### src/rtl/serial_adder_pkg.sv
// Shared types and helpers for the bit-serial adder/subtractor.
package serial_adder_pkg;

  // State encodings, kept as named constants so the enum and any debug
  // tooling agree on the bit patterns.
  localparam logic [1:0] ST_IDLE = 2'd0;
  localparam logic [1:0] ST_RUN  = 2'd1;
  localparam logic [1:0] ST_DONE = 2'd2;

  typedef enum logic [1:0] {
    IDLE = ST_IDLE,
    RUN  = ST_RUN,
    DONE = ST_DONE
  } state_e;

  // Width of a counter that must reach w-1; never narrower than one bit.
  function automatic int cnt_width(input int w);
    return (w < 2) ? 1 : $clog2(w);
  endfunction

endpackage

### src/rtl/serial_adder_if.sv
// Operand/result handshake bundle for serial_adder.
interface serial_adder_if #(
  parameter int WIDTH = 8
);
  logic             start;
  logic [WIDTH-1:0] a;
  logic [WIDTH-1:0] b;
  logic             cin;
  logic             sub;
  logic             ready;
  logic             done;
  logic [WIDTH-1:0] sum;
  logic             cout;
  logic             ovf;

  // Requester side: issues operands, observes the result.
  modport master (
    output start, a, b, cin, sub,
    input  ready, done, sum, cout, ovf
  );

  // Adder side: consumes operands, produces the result.
  modport slave (
    input  start, a, b, cin, sub,
    output ready, done, sum, cout, ovf
  );
endinterface

### src/rtl/serial_adder_full_adder_cell.sv
// One-bit full adder built from gate primitives: two half-adder stages
// (XOR/AND each) with an OR merging the two partial carries.
module full_adder_cell (
  input  logic a,
  input  logic b,
  input  logic ci,
  output logic s,
  output logic co
);
  wire p;
  wire g1;
  wire g2;

  xor u_x1 (p, a, b);
  and u_a1 (g1, a, b);
  xor u_x2 (s, p, ci);
  and u_a2 (g2, p, ci);
  or  u_o1 (co, g1, g2);
endmodule

### src/rtl/serial_adder.sv
// Bit-serial adder/subtractor: one full-adder cell and a carry flop process
// the operands LSB first, one bit per clock, over WIDTH cycles.
module serial_adder
  import serial_adder_pkg::*;
#(
  parameter int WIDTH = 8
) (
  input  logic           clk,
  input  logic           rst_n,
  serial_adder_if.slave  bus
);

  localparam int             CW   = cnt_width(WIDTH);
  localparam logic [CW-1:0]  LAST = CW'(WIDTH - 1);

  state_e           state_q, state_d;
  logic [WIDTH-1:0] a_q, a_d;
  logic [WIDTH-1:0] b_q, b_d;
  logic [WIDTH-1:0] res_q, res_d;
  logic [CW-1:0]    cnt_q, cnt_d;
  logic             carry_q, carry_d;
  logic [WIDTH-1:0] sum_q, sum_d;
  logic             cout_q, cout_d;
  logic             ovf_q, ovf_d;

  logic             fa_s;
  logic             fa_co;

  full_adder_cell u_fa (
    .a  (a_q[0]),
    .b  (b_q[0]),
    .ci (carry_q),
    .s  (fa_s),
    .co (fa_co)
  );

  // State register.
  always_ff @(posedge clk or negedge rst_n) begin
    // NOTE: flops use non-blocking assignments so every register samples
    // pre-edge values, independent of statement order.
    if (!rst_n) state_q <= IDLE;
    else        state_q <= state_d;
  end

  // Next-state logic: accept in IDLE, finish after the last bit, one DONE cycle.
  always_comb begin
    // NOTE: default first so no path leaves state_d unassigned (no latch).
    state_d = state_q;
    unique case (state_q)
      IDLE:    if (bus.start)     state_d = RUN;
      RUN:     if (cnt_q == LAST) state_d = DONE;
      DONE:                       state_d = IDLE;
      default:                    state_d = IDLE;
    endcase
  end

  // Output decode from state.
  always_comb begin
    bus.ready = (state_q == IDLE);
    bus.done  = (state_q == DONE);
  end

  // Datapath next values: operand load on accept, shift/accumulate in RUN,
  // result registers updated only on the final bit.
  always_comb begin
    a_d     = a_q;
    b_d     = b_q;
    res_d   = res_q;
    cnt_d   = cnt_q;
    carry_d = carry_q;
    sum_d   = sum_q;
    cout_d  = cout_q;
    ovf_d   = ovf_q;
    if (state_q == IDLE && bus.start) begin
      a_d     = bus.a;
      b_d     = bus.sub ? ~bus.b : bus.b;
      carry_d = bus.sub ? 1'b1 : bus.cin;
      cnt_d   = '0;
    end else if (state_q == RUN) begin
      a_d     = a_q >> 1;
      b_d     = b_q >> 1;
      res_d   = {fa_s, res_q[WIDTH-1:1]};
      carry_d = fa_co;
      if (cnt_q == LAST) begin
        sum_d  = {fa_s, res_q[WIDTH-1:1]};
        cout_d = fa_co;
        // carry_q is the carry into the MSB during the last bit.
        ovf_d  = carry_q ^ fa_co;
      end else begin
        cnt_d  = cnt_q + CW'(1);
      end
    end
  end

  // Datapath and result registers.
  always_ff @(posedge clk or negedge rst_n) begin
    // NOTE: every register here, shifters included, is reset so an aborted
    // operation leaves no stale state behind.
    if (!rst_n) begin
      a_q     <= '0;
      b_q     <= '0;
      res_q   <= '0;
      cnt_q   <= '0;
      carry_q <= 1'b0;
      sum_q   <= '0;
      cout_q  <= 1'b0;
      ovf_q   <= 1'b0;
    end else begin
      a_q     <= a_d;
      b_q     <= b_d;
      res_q   <= res_d;
      cnt_q   <= cnt_d;
      carry_q <= carry_d;
      sum_q   <= sum_d;
      cout_q  <= cout_d;
      ovf_q   <= ovf_d;
    end
  end

  assign bus.sum  = sum_q;
  assign bus.cout = cout_q;
  assign bus.ovf  = ovf_q;

endmodule

### src/flat_wrapper.sv
// flat-port wrapper written by rule: the top's interface ports become plain ports
module serial_adder_flat import serial_adder_pkg::*;
#(
  parameter int WIDTH = 8
)
  (clk, rst_n, bus_start, bus_a, bus_b, bus_cin, bus_sub, bus_ready, bus_done, bus_sum, bus_cout, bus_ovf);
  serial_adder_if #(.WIDTH(WIDTH)) bus_i ();
  input  logic clk;
  input  logic rst_n;
  input wire logic [$bits(bus_i.start)-1:0] bus_start;
  input wire logic [$bits(bus_i.a)-1:0] bus_a;
  input wire logic [$bits(bus_i.b)-1:0] bus_b;
  input wire logic [$bits(bus_i.cin)-1:0] bus_cin;
  input wire logic [$bits(bus_i.sub)-1:0] bus_sub;
  output wire logic [$bits(bus_i.ready)-1:0] bus_ready;
  output wire logic [$bits(bus_i.done)-1:0] bus_done;
  output wire logic [$bits(bus_i.sum)-1:0] bus_sum;
  output wire logic [$bits(bus_i.cout)-1:0] bus_cout;
  output wire logic [$bits(bus_i.ovf)-1:0] bus_ovf;
  assign bus_i.start = bus_start;
  assign bus_i.a = bus_a;
  assign bus_i.b = bus_b;
  assign bus_i.cin = bus_cin;
  assign bus_i.sub = bus_sub;
  assign bus_ready = bus_i.ready;
  assign bus_done = bus_i.done;
  assign bus_sum = bus_i.sum;
  assign bus_cout = bus_i.cout;
  assign bus_ovf = bus_i.ovf;
  serial_adder #(.WIDTH(WIDTH)) u_core (.clk(clk), .rst_n(rst_n), .bus(bus_i));
endmodule
### config.mk
export PLATFORM = sky130hd
export DESIGN_NAME = serial_adder_flat
export DESIGN_NICKNAME = d
export VERILOG_FILES = /design/src/rtl/serial_adder_pkg.sv /design/src/rtl/serial_adder_if.sv /design/src/rtl/serial_adder_full_adder_cell.sv /design/src/rtl/serial_adder.sv /design/src/flat_wrapper.sv
export SDC_FILE = /design/constraint.sdc
export NUM_CORES = 1
export LEC_CHECK = 0
export CAP_MARGIN = 20
export CORE_MARGIN = 5
export CORE_UTILIZATION = 53
export DETAILED_ROUTE_END_ITERATION = 12
export PLACE_DENSITY_LB_ADDON = 0.08
export SLEW_MARGIN = 5
export SYNTH_ARGS = -nofsm -noshare
export SYNTH_HDL_FRONTEND = slang
export SYNTH_HIERARCHICAL = 1
export SYNTH_SLANG_ARGS = --single-unit
### constraint.sdc
create_clock -name clk -period 4.7 [get_ports clk]
set_clock_uncertainty 0.1 [all_clocks]
set_input_delay 0.94 -clock clk [delete_from_list [all_inputs] [get_ports clk]]
set_output_delay 0.94 -clock clk [all_outputs]
set_load 0.05 [all_outputs]
==> impl_metrics.py <==
metrics = {
    "worst_setup_path": {
        "critPathMaxFanout": 11,
        "r2r-start": "u_core/cnt_q[0]",
        "r2r_setup_slack_ps": 2680,
        "startpoint": "u_core/state_q[1]",
        "reg2reg_to": "u_core/bus.cout",
        "critPathRequiredTime_ps": 3660,
        "crit_chain": "nor2b_1 -> clkdlybuf4s50_1",
        "crit_end": "bus_done",
        "crit_type": "reg2out",
        "cp-start-kind": "flop",
        "path_buf_inv": 1,
        "cp_top_family": "buffers and inverters",
        "cp_slowest_stage_delay_ps": 810,
        "r2r_cells": 4,
        "cp_slowest_cell": "clkdlybuf4s50_1",
        "worst_setup_path_end_kind": "output port",
        "cp_num_cells": 2,
        "arrival_ps": 1890,
    },
    "synthesis": {
        "synth-async-reset-ratio_pct": 100,
        "yosysSeqAreaShare_pct": 54.0,
        "yosys_warnings": 6,
        "synth_nets": 188,
        "synth_mux_area_share_pct": 12.6,
        "yosys.cell_types.count": 27,
        "synth-edff-count": 0,
        "synth-seq-cells": 39,
        "synth_top_family_by_area": "simple AND/OR/NAND/NOR gates",
        "synthSimpleGateAreaFrac_pct": 13.7,
        "synth_compound_area_share_pct": 8.10,
        "synth-main-ff-cell": "dfrtp_1",
        "syn_inst": 164,
        "synth-adder-area-share_pct": 2.49,
        "post_synth.cell_area_avg_sq_um": 11.0,
        "yosys.area_share.xor_xnor_pct": 4.85,
        "syn-cell-area_sq_um": 1810,
    },
    "cells_and_area": {
        "antennaDiodeCount": 0,
        "stdcell_count": 241,
        "nNetsFinal": 218,
        "final_area_sq_um": 2210,
        "layout-drive-gt1-share_pct": 11.3,
        "n_fill_cell": 272,
        "seq_area_sq_um": 976,
        "multi_input_area_sq_um": 759,
        "area_delta_synth_final_pct": 22.5,
    },
    "sta": {
        "slew_viol_final": 0,
        "worst_slack_ps": 1770,
        "slew_headroom_pct": 35.2,
        "holdWs_ps": 388,
        "min_period_ps": 2930,
        "fin_crit_sh_pct": 62.3,
        "tightest_slew_ps": 973,
        "max_clock_freq_mhz": 342,
        "hold_viol": 0,
        "rsz0062_at_grt": "no",
        "tns_ps": 0,
        "setup_violations": 0,
    },
    "placed_design": {
        "port_buffers": 32,
        "dp.cells": 233,
        "post_dp_cell_area_sq_um": 2130,
        "dp_hpwl_um": 2240,
        "post-place-ws_ps": 2150,
        "gp_congestion": 0.814,
    },
    "clock_network": {
        "clkTransAtPathRegs_ps": 110,
        "cts_resized": 0,
        "postCtsHoldBufs": 0,
        "cts_made_buffers": 5,
        "root_buffer": "clkbuf_4",
        "htree_levels": 2,
        "insertion_delay_ps": 350,
        "clk_path_buf_depth": 2,
        "cts_setup_buffers": 0,
        "cts_sinks": 39,
        "cts_tree": "built",
    },
    "detailed_routing": {
        "routed_wl_um": 3140,
        "drt_iter0_markers": 92,
        "drtAntennaViolNets": 0,
        "drtPass1Iterations": 4,
        "avgRoutedWirePerCell_um": 13.0,
        "drc": 0,
        "via_count": 1222,
        "via_per_inst": 5.07,
    },
    "floorplanning": {
        "chipHeight_um": 68.4,
        "pin_count": 33,
        "die_w_um": 68.4,
        "dieArea_sq_um": 4680,
        "core_sq_um": 3310,
        "row_count": 21,
        "start_util_pct": 54.6,
    },
    "job": {
        "timing.max_cap.violations": 0,
    },
    "power_and_ir_drop": {
        "power.density_nw_per_um2": 639,
        "cellLeakagePower_nw": 1.06,
        "ir_worst_vdd_mv": 0.276,
    },
    "grt": {
        "grt_pass1_wl_um": 5530,
        "grt-ovfl-total": 0,
        "grt_pass1_vias": 1240,
        "grt_max_degree": 40,
        "antenna_found_initial": 0,
        "grt_usage_pct": 16.0,
    },
    "outcome": {
        "status": "completed",
    },
    "worst_hold_path": {
        "hold_path_class": "reg2reg",
    },
}
-- layout by cell type, fill, tap and decap left out --
master	synthesis	final
a21oi_1	4	4
a222oi_1	2	2
a2bb2oi_1	1	1
and3b_1	2	2
buf_2	7	1
buf_4	1	1
bufinv_16	0	1
clkbuf_4	0	5
clkbuf_8	0	1
clkdlybuf4s50_1	0	31
clkinv_2	0	1
dfrtp_1	39	39
fa_1	1	1
ha_1	2	2
inv_1	3	3
mux2_2	2	2
mux2_4	7	7
mux2i_1	10	10
nand2_1	41	41
nand2b_1	2	2
nand3b_1	1	1
nor2_1	3	3
nor2b_1	2	2
nor3b_2	0	1
nor3b_4	1	1
o21ai_0	8	8
o21ai_1	10	10
o21bai_1	1	1
or2_2	1	1
xnor2_1	2	2
xor2_1	8	8
-- metrics by stage --
| step | util (%) | total power, mW |
|---|---|---|
| after global routing | 66.9 | 1.52 |
| final | 66.9 | 1.41 |
| after detailed placement | 64.2 | 1.20 |
| after global placement | 64.2 | 1.17 |
| after floorplan | - | 1.03 |
| after CTS | 66.9 | 1.43 |
-- synth_stat cells (2+ instances only) --
cell type	number	share of area, %
ha_1	2	1.4
a21oi_1	4	1.1
buf_2	7	1.9
nor2_1	3	0.62
mux2i_1	10	5.5
buf_6	2	1.2
nand2_1	41	8.5
and3b_1	2	0.97
a222oi_1	2	1.1
inv_1	3	0.62
nand2b_1	2	0.69
xnor2_1	2	0.97
nor2b_1	2	0.69
mux2_2	2	1.2
xor2_1	8	3.9
dfrtp_1	39	54
o21ai_0	8	2.2
o21ai_1	10	2.8
mux2_4	7	5.8
-- worst min-delay path by stage --
| stage | from | to | depth (start not counted) |
|---|---|---|---|
| floorplan | u_core/res_q[1] | u_core/res_q[1] | 2 |
| global placement | u_core/res_q[1] | u_core/res_q[1] | 2 |
| detailed placement | u_core/bus.ovf | u_core/bus.ovf | 2 |
| CTS | u_core/bus.ovf | u_core/bus.ovf | 2 |
| global route | u_core/res_q[1] | u_core/res_q[1] | 2 |
| finish | u_core/bus.ovf | u_core/bus.ovf | 2 |
-- state kept, by name (all words and copies together), names as in the netlist --
register	cells
u_core/bus.sum	8
u_core/b_q	8
u_core/bus.cout	1
u_core/cnt_q	3
u_core/a_q	8
u_core/res_q	7
u_core/carry_q	1
u_core/state_q	2
u_core/bus.ovf	1
-- worst min-delay path, stage by stage, from the launching register on --
cell and delay, ps:
dfrtp_1 360, nand2_1 40, o21ai_0 60
-- power breakdown --
| group | switching (mW) | internal, mW |
|---|---|---|
| Clock | 0.107 | 0.126 |
| Combinational | 0.347 | 0.266 |
| Sequential | 0.0951 | 0.473 |
-- metal layers --
layer	share of wire, %	track usage, %	vias up
met5	0	0	-
met4	1.4	6.95	0
met3	5.7	5.42	5
met2	49	25.3	34
met1	44	19.7	577
li1	-	-	606
-- cell families after synthesis --
kind of cell               Yosys count
AOI/OAI and AO/OA                   26
xor gates and xnor gates            10
adders and majority gates            3
buffers and inverters               13
DFF                                 39
muxes                               19
and+or+nand+nor                     54
-- final cells by class --
cell class	instances	share of cell area, %
inverter	3	0.509
multi-input combinational	112	34.3
tap	46	2.60
timing repair buffer	33	14.6
sequential	39	44.1
clock inverter	2	1.58
clock buffer	6	2.32
Note: power is estimated with default switching activity, not from simulation.
